==> src/rtl/fifobram_buffer_if.sv <==
// rtl/fifobram_buffer_if.sv - write/read/status bundle between a fifobram source and its user
interface fifobram_buffer_if #(
  parameter int WIDTH      = 32,
  parameter int LOG2_DEPTH = 5
);
  logic                  i_we;
  logic [LOG2_DEPTH-1:0] i_waddr;
  logic [WIDTH-1:0]      i_wdata;
  logic [1:0]            i_wfifobram;
  logic                  i_re;
  logic [LOG2_DEPTH-1:0] i_raddr;
  logic [1:0]            i_rfifobram;
  logic                  i_flush;
  logic [WIDTH-1:0]      o_rdata;
  logic                  o_rvalid;
  logic                  o_almostfull;
  logic                  o_empty;
  logic [LOG2_DEPTH:0]   o_count;
  logic                  o_overflow;
  logic                  o_underflow;

  modport master (
    output i_we, i_waddr, i_wdata, i_wfifobram, i_re, i_raddr, i_rfifobram, i_flush,
    input  o_rdata, o_rvalid, o_almostfull, o_empty, o_count, o_overflow, o_underflow
  );

  modport slave (
    input  i_we, i_waddr, i_wdata, i_wfifobram, i_re, i_raddr, i_rfifobram, i_flush,
    output o_rdata, o_rvalid, o_almostfull, o_empty, o_count, o_overflow, o_underflow
  );
endinterface

==> src/rtl/fifobram_buffer.sv <==
// rtl/fifobram_buffer.sv - dual-store buffer: random-access BRAM plus circular FIFO,
// pipelined read return, almost-full slack, flush and sticky error flags.
module fifobram_buffer #(
  parameter int WIDTH            = 32,
  parameter int LOG2_DEPTH       = 5,
  parameter int READ_LATENCY     = 1,
  parameter int ALMOSTFULL_SLACK = 4
) (
  input  logic             i_clk,
  input  logic             i_reset,
  fifobram_buffer_if.slave bus
);
  localparam int DEPTH = 1 << LOG2_DEPTH;
  localparam int CW    = LOG2_DEPTH + 1;
  localparam logic [CW-1:0] C_DEPTH    = CW'(DEPTH);
  localparam logic [CW-1:0] C_AF_LEVEL = CW'(DEPTH - ALMOSTFULL_SLACK);

  logic [WIDTH-1:0]        r_bram [DEPTH];
  logic [WIDTH-1:0]        r_fifo [DEPTH];
  logic [LOG2_DEPTH-1:0]   r_wptr;
  logic [LOG2_DEPTH-1:0]   r_rptr;
  logic [CW-1:0]           r_count;
  logic                    r_overflow;
  logic                    r_underflow;
  logic [READ_LATENCY-1:0] r_pipe_vld;
  logic [WIDTH-1:0]        r_pipe_dat [READ_LATENCY];

  logic             w_push_req;
  logic             w_pop_req;
  logic             w_bram_rd;
  logic             w_pop_ok;
  logic             w_push_ok;
  logic             w_rd_issue;
  logic [WIDTH-1:0] w_rd_data;

  assign w_push_req = bus.i_we && bus.i_wfifobram[1];
  assign w_pop_req  = bus.i_re && (bus.i_rfifobram == 2'b10);
  assign w_bram_rd  = bus.i_re && (bus.i_rfifobram == 2'b01);
  assign w_pop_ok   = w_pop_req && (r_count != '0) && !bus.i_flush;
  // A same-cycle pop frees the head slot, so a full FIFO still takes the push.
  assign w_push_ok  = w_push_req && ((r_count < C_DEPTH) || w_pop_ok) && !bus.i_flush;
  assign w_rd_issue = w_bram_rd || w_pop_ok;
  assign w_rd_data  = w_bram_rd ? r_bram[bus.i_raddr] : r_fifo[r_rptr];

  // Storage arrays carry no reset; the read mux above samples them before the write lands.
  always_ff @(posedge i_clk) begin
    if (bus.i_we && bus.i_wfifobram[0]) begin
      r_bram[bus.i_waddr] <= bus.i_wdata;
    end
    if (w_push_ok) begin
      r_fifo[r_wptr] <= bus.i_wdata;
    end
  end

  always_ff @(posedge i_clk) begin
    if (i_reset) begin
      r_wptr      <= '0;
      r_rptr      <= '0;
      r_count     <= '0;
      r_overflow  <= 1'b0;
      r_underflow <= 1'b0;
    end else if (bus.i_flush) begin
      r_wptr      <= '0;
      r_rptr      <= '0;
      r_count     <= '0;
      r_overflow  <= 1'b0;
      r_underflow <= 1'b0;
    end else begin
      if (w_push_ok) begin
        r_wptr <= r_wptr + 1'b1;
      end
      if (w_pop_ok) begin
        r_rptr <= r_rptr + 1'b1;
      end
      if (w_push_ok && !w_pop_ok) begin
        r_count <= r_count + 1'b1;
      end else if (!w_push_ok && w_pop_ok) begin
        r_count <= r_count - 1'b1;
      end
      if (w_push_req && !w_push_ok) begin
        r_overflow <= 1'b1;
      end
      if (w_pop_req && (r_count == '0)) begin
        r_underflow <= 1'b1;
      end
    end
  end

  // Return pipeline: the last stage's data only moves on a valid, so rdata holds between reads.
  always_ff @(posedge i_clk) begin
    if (i_reset) begin
      r_pipe_vld <= '0;
      for (int k = 0; k < READ_LATENCY; k++) begin
        r_pipe_dat[k] <= '0;
      end
    end else begin
      r_pipe_vld[0] <= w_rd_issue;
      if (w_rd_issue) begin
        r_pipe_dat[0] <= w_rd_data;
      end
      for (int k = 1; k < READ_LATENCY; k++) begin
        r_pipe_vld[k] <= r_pipe_vld[k-1];
        if (r_pipe_vld[k-1]) begin
          r_pipe_dat[k] <= r_pipe_dat[k-1];
        end
      end
    end
  end

  assign bus.o_rdata      = r_pipe_dat[READ_LATENCY-1];
  assign bus.o_rvalid     = r_pipe_vld[READ_LATENCY-1];
  assign bus.o_count      = r_count;
  assign bus.o_empty      = (r_count == '0);
  assign bus.o_almostfull = (r_count >= C_AF_LEVEL);
  assign bus.o_overflow   = r_overflow;
  assign bus.o_underflow  = r_underflow;
endmodule
==> src/flat_wrapper.sv <==
// flat-port wrapper written by rule: the top's interface ports become plain ports
module fifobram_buffer_flat 
#(
  parameter int WIDTH            = 32,
  parameter int LOG2_DEPTH       = 5,
  parameter int READ_LATENCY     = 1,
  parameter int ALMOSTFULL_SLACK = 4
)
  (i_clk, i_reset, bus_i_we, bus_i_waddr, bus_i_wdata, bus_i_wfifobram, bus_i_re, bus_i_raddr, bus_i_rfifobram, bus_i_flush, bus_o_rdata, bus_o_rvalid, bus_o_almostfull, bus_o_empty, bus_o_count, bus_o_overflow, bus_o_underflow);
  fifobram_buffer_if #(.WIDTH(WIDTH), .LOG2_DEPTH(LOG2_DEPTH)) bus_i ();
  input  logic i_clk;
  input  logic i_reset;
  input wire logic [$bits(bus_i.i_we)-1:0] bus_i_we;
  input wire logic [$bits(bus_i.i_waddr)-1:0] bus_i_waddr;
  input wire logic [$bits(bus_i.i_wdata)-1:0] bus_i_wdata;
  input wire logic [$bits(bus_i.i_wfifobram)-1:0] bus_i_wfifobram;
  input wire logic [$bits(bus_i.i_re)-1:0] bus_i_re;
  input wire logic [$bits(bus_i.i_raddr)-1:0] bus_i_raddr;
  input wire logic [$bits(bus_i.i_rfifobram)-1:0] bus_i_rfifobram;
  input wire logic [$bits(bus_i.i_flush)-1:0] bus_i_flush;
  output wire logic [$bits(bus_i.o_rdata)-1:0] bus_o_rdata;
  output wire logic [$bits(bus_i.o_rvalid)-1:0] bus_o_rvalid;
  output wire logic [$bits(bus_i.o_almostfull)-1:0] bus_o_almostfull;
  output wire logic [$bits(bus_i.o_empty)-1:0] bus_o_empty;
  output wire logic [$bits(bus_i.o_count)-1:0] bus_o_count;
  output wire logic [$bits(bus_i.o_overflow)-1:0] bus_o_overflow;
  output wire logic [$bits(bus_i.o_underflow)-1:0] bus_o_underflow;
  assign bus_i.i_we = bus_i_we;
  assign bus_i.i_waddr = bus_i_waddr;
  assign bus_i.i_wdata = bus_i_wdata;
  assign bus_i.i_wfifobram = bus_i_wfifobram;
  assign bus_i.i_re = bus_i_re;
  assign bus_i.i_raddr = bus_i_raddr;
  assign bus_i.i_rfifobram = bus_i_rfifobram;
  assign bus_i.i_flush = bus_i_flush;
  assign bus_o_rdata = bus_i.o_rdata;
  assign bus_o_rvalid = bus_i.o_rvalid;
  assign bus_o_almostfull = bus_i.o_almostfull;
  assign bus_o_empty = bus_i.o_empty;
  assign bus_o_count = bus_i.o_count;
  assign bus_o_overflow = bus_i.o_overflow;
  assign bus_o_underflow = bus_i.o_underflow;
  fifobram_buffer #(.WIDTH(WIDTH), .LOG2_DEPTH(LOG2_DEPTH), .READ_LATENCY(READ_LATENCY), .ALMOSTFULL_SLACK(ALMOSTFULL_SLACK)) u_core (.i_clk(i_clk), .i_reset(i_reset), .bus(bus_i));
endmodule
==> config.mk <==
export PLATFORM = sky130hd
export DESIGN_NAME = fifobram_buffer_flat
export DESIGN_NICKNAME = d
export VERILOG_FILES = /design/src/rtl/fifobram_buffer_if.sv /design/src/rtl/fifobram_buffer.sv /design/src/flat_wrapper.sv
export SDC_FILE = /design/constraint.sdc
export NUM_CORES = 2
export LEC_CHECK = 0
export ABC_AREA = 1
export CAP_MARGIN = 5
export CORE_MARGIN = 2
export CORE_UTILIZATION = 60
export CTS_CLUSTER_DIAMETER = 100
export DETAILED_ROUTE_END_ITERATION = 8
export HOLD_SLACK_MARGIN = 0.15
export PLACE_DENSITY = 0.77
export RECOVER_POWER = 100
export SYNTH_ARGS = -nofsm -noshare
export SYNTH_HDL_FRONTEND = slang
export SYNTH_SLANG_ARGS = --single-unit
==> constraint.sdc <==
create_clock -name i_clk -period 4.42 [get_ports i_clk]
set_input_delay 0.663 -clock i_clk [delete_from_list [all_inputs] [get_ports i_clk]]
set_output_delay 0.663 -clock i_clk [all_outputs]
set_load 0.005 [all_outputs]
==> flow_summary.json <==
{
  "cp_max_fo": 24,
  "min_period_over_period": 0.899,
  "yosys.area.top_type_share": 0.734,
  "rsz0062_at_grt": "false",
  "cp_data_required_time_ns": 4.86,
  "cts_setup_buffers": 0,
  "final_cell_mix": "nand2_1, edfxtp_1, nand3_1",
  "num_rows": 138,
  "dr_wl_met3_um": 30300,
  "wl_met1_um": 83700,
  "dieWidth_um": 381,
  "ant_nets": 0,
  "pre_cts_ws_ns": 0.528,
  "finalHoldViolCount": 0,
  "track_usage": 0.312,
  "fillers": 9753,
  "max_slew_margin": -1.44,
  "overflow": 0,
  "dr_wl_met2_um": 105000,
  "p_leak_nw": 32.7,
  "hold_buffers": 0,
  "vias": 57143,
  "drc": 0,
  "dp_hpwl_um": 124000,
  "antenna_found_initial": 17,
  "ys_ff_latch": 2104,
  "layout.nets": 7122,
  "instances_no_fill": 9119,
  "powerDensity_nw_per_um2": 433,
  "cp_data_arrival_time_ns": 4.41,
  "path_cells": "dlygate4sd3_1, nand2_1, inv_1, nand3_1, clkbuf_1, nor2_1, buf_4",
  "synthAdderAreaFrac": 0.00171,
  "synth_compound_area_frac": 0.00378,
  "violations": "capacitance limit, slew limit",
  "period_needed_ns": 3.97,
  "clock_path_buffers": 3,
  "htreeDepth": 4,
  "regArea_um2": 63000,
  "finalInstanceArea_um2": 93200,
  "clock-sinks": 2104,
  "synthesis.area_um2": 85100,
  "die_area_um2": 145000,
  "via_per_inst": 6.27,
  "clk_pin_slew_worst_paths_ns": 0.06,
  "avgSynthCellArea_um2": 12.1,
  "grt_pass1_vias": 54328,
  "grt_pass1_wl_um": 337000,
  "whs_endpoint": "u_core.r_fifo[31][9]",
  "max-cap-violations": 67,
  "coreArea_um2": 141000,
  "clock_skew_ns": 0.0317,
  "synth-xor-area-share": 0.000618,
  "drtIter0Drc": 9641,
  "place_area_um2": 87500,
  "cts_root_buffer": "clkbuf_16",
  "num_io_pins": 94,
  "tightestPinTransition_ns": 3.66,
  "hold_start": "bus_i_wdata[9]",
  "die_h_um": 381,
  "status": "finished, violations left",
  "dr.pass1.iters": 6,
  "avgRoutedWirePerCell_um": 25.2,
  "final_common_cell": "nand2_1",
  "initial_core_util": 0.603,
  "syn_nets": 7100,
  "yosys-top-cells-area": "edfxtp_1, nand2_1, nand3_1",
  "yosysSeqAreaShare": 0.740,
  "ir_drop_uv": 357,
  "io_buffers": 93,
  "syn_inst": 7038,
  "crit_type": "in2reg",
  "ys_types": 27,
  "reg2reg_from": "u_core.bus.o_count[5]",
  "setup.worst_path.start_class": "input pin",
  "timing.fmax_mhz": 252,
  "end_kind": "flop",
  "critPathSlowestCell": "dlygate4sd3_1",
  "cts_tree": "done",
  "multi_input_area_um2": 19400,
  "yosys_warnings": 0,
  "cts_buffers": 198,
  "setup_tns_ns": 0,
  "place_congestion": 0.906,
  "grt_max_degree": 250,
  "dp_cells": 8750,
  "worst_slack_ns": 0.447,
  "min_path_type": "in2reg",
  "synthMuxAreaShare": 0,
  "total_power_w": 0.0403,
  "area_delta_synth_final_pct": 9.52,
  "insertion_delay_ns": 0.83,
  "timing.rr.end": "u_core.r_fifo[16][27]",
  "critPathMaxStageDelay_ns": 0.95,
  "post_route_cells_drive_above_1_share": 0.0577,
  "wl_um": 229000,
  "setup_viol": 0,
  "synthSimpleGateAreaFrac": 0.219,
  "r2r_setup_slack_ns": 0.67,
  "synth_top_family_by_area": "simple AND/OR/NAND/NOR gates",
  "ctsResizeCount": 0,
  "whs_path_depth": 1,
  "ff2ff_path_depth": 10,
  "synth_top_area_cell": "edfxtp_1",
  "highest_layer": "met5",
  "drv_slew": 2334
}
worst max-delay path by stage:
stage / from / end / slack (ns) / depth (start not counted)
2_1_floorplan: bus_i_re / u_core.r_fifo[19][0] / 0.44 / 8
3_3_place_gp: bus_i_wfifobram[0] / u_core.r_bram[0][27] / 0.55 / 7
3_5_place_dp: bus_i_wfifobram[0] / u_core.r_bram[10][4] / 0.53 / 7
4_1_cts: flop / u_core.r_pipe_dat[0][13] / 1.35 / 10
5_1_grt: u_core.bus.o_count[5] / u_core.r_fifo[16][26] / 0.54 / 10
6_report: bus_i_wfifobram[0] / u_core.r_bram[18][5] / 0.45 / 7
synthesized netlist by cell type:
cell,number
inv_4,1
a31oi_1,1
fa_1,1
buf_2,205
buf_1,39
a211oi_1,1
dfxtp_1,24
clkbuf_1,65
clkinv_1,2
nand3_1,1815
clkinv_4,1
inv_2,3
edfxtp_1,2080
o21ai_1,1
nor2_1,80
buf_6,87
xnor2_1,3
o21ai_0,10
o31ai_1,1
inv_1,42
a21oi_1,49
nand4_1,1
nand2_1,2459
nor3_1,5
ha_1,10
xor2_1,3
buf_4,49
per-stage QoR:
stage	utilization	hold WS, ns
floorplan	-	0.447
global placement	0.620	0.468
detailed placement	0.620	0.481
global route	0.660	0.317
finish	0.660	0.340
CTS	0.664	0.169
registers in the layout (all words and copies together) (netlist names), named ones only:
name	count
u_core.bus.o_rvalid	1
u_core.bus.o_count	6
u_core.r_pipe_dat	32
u_core.bus.o_overflow	1
u_core.r_rptr	5
u_core.r_bram	1024
u_core.r_wptr	5
u_core.r_fifo	1024
u_core.bus.o_underflow	1
power by group:
part	switching, W	internal, W	leakage [nW]
sequential	0.0000424	0.0220	19.0
combinational	0.00134	0.000381	10.7
clock	0.00719	0.00932	3.05
total	0.00858	0.0317	32.7
logic make-up after synthesis:
logic type	Yosys count
AO/OA/AOI/OAI	63
XOR/XNOR	6
adder cells (fa/ha/maj)	11
buffers and inverters	494
flip-flops	2104
AND/OR/NAND/NOR	4360
cell type report:
class | count | area share
flip-flops and latches | 2104 | 0.676
multi-input cells | 4440 | 0.209
clock buffers | 249 | 0.0568
well taps | 1890 | 0.0254
repair buffers | 267 | 0.0205
clock inverters | 117 | 0.0102
inverters | 49 | 0.00254
diodes | 3 | 0.0000806
critical path: cells and delay by family:
kind / cells / cell delay [ns]
buffers and inverters: 4 / 2.14
and+or+nand+nor: 3 / 1.58
routing by layer:
layer,vias to the layer above,global-route usage
met5,-,0
met4,8,0.143
met3,559,0.0717
met2,3987,0.478
met1,27660,0.431
li1,24929,-
Note: power is estimated with default switching activity, not from simulation.
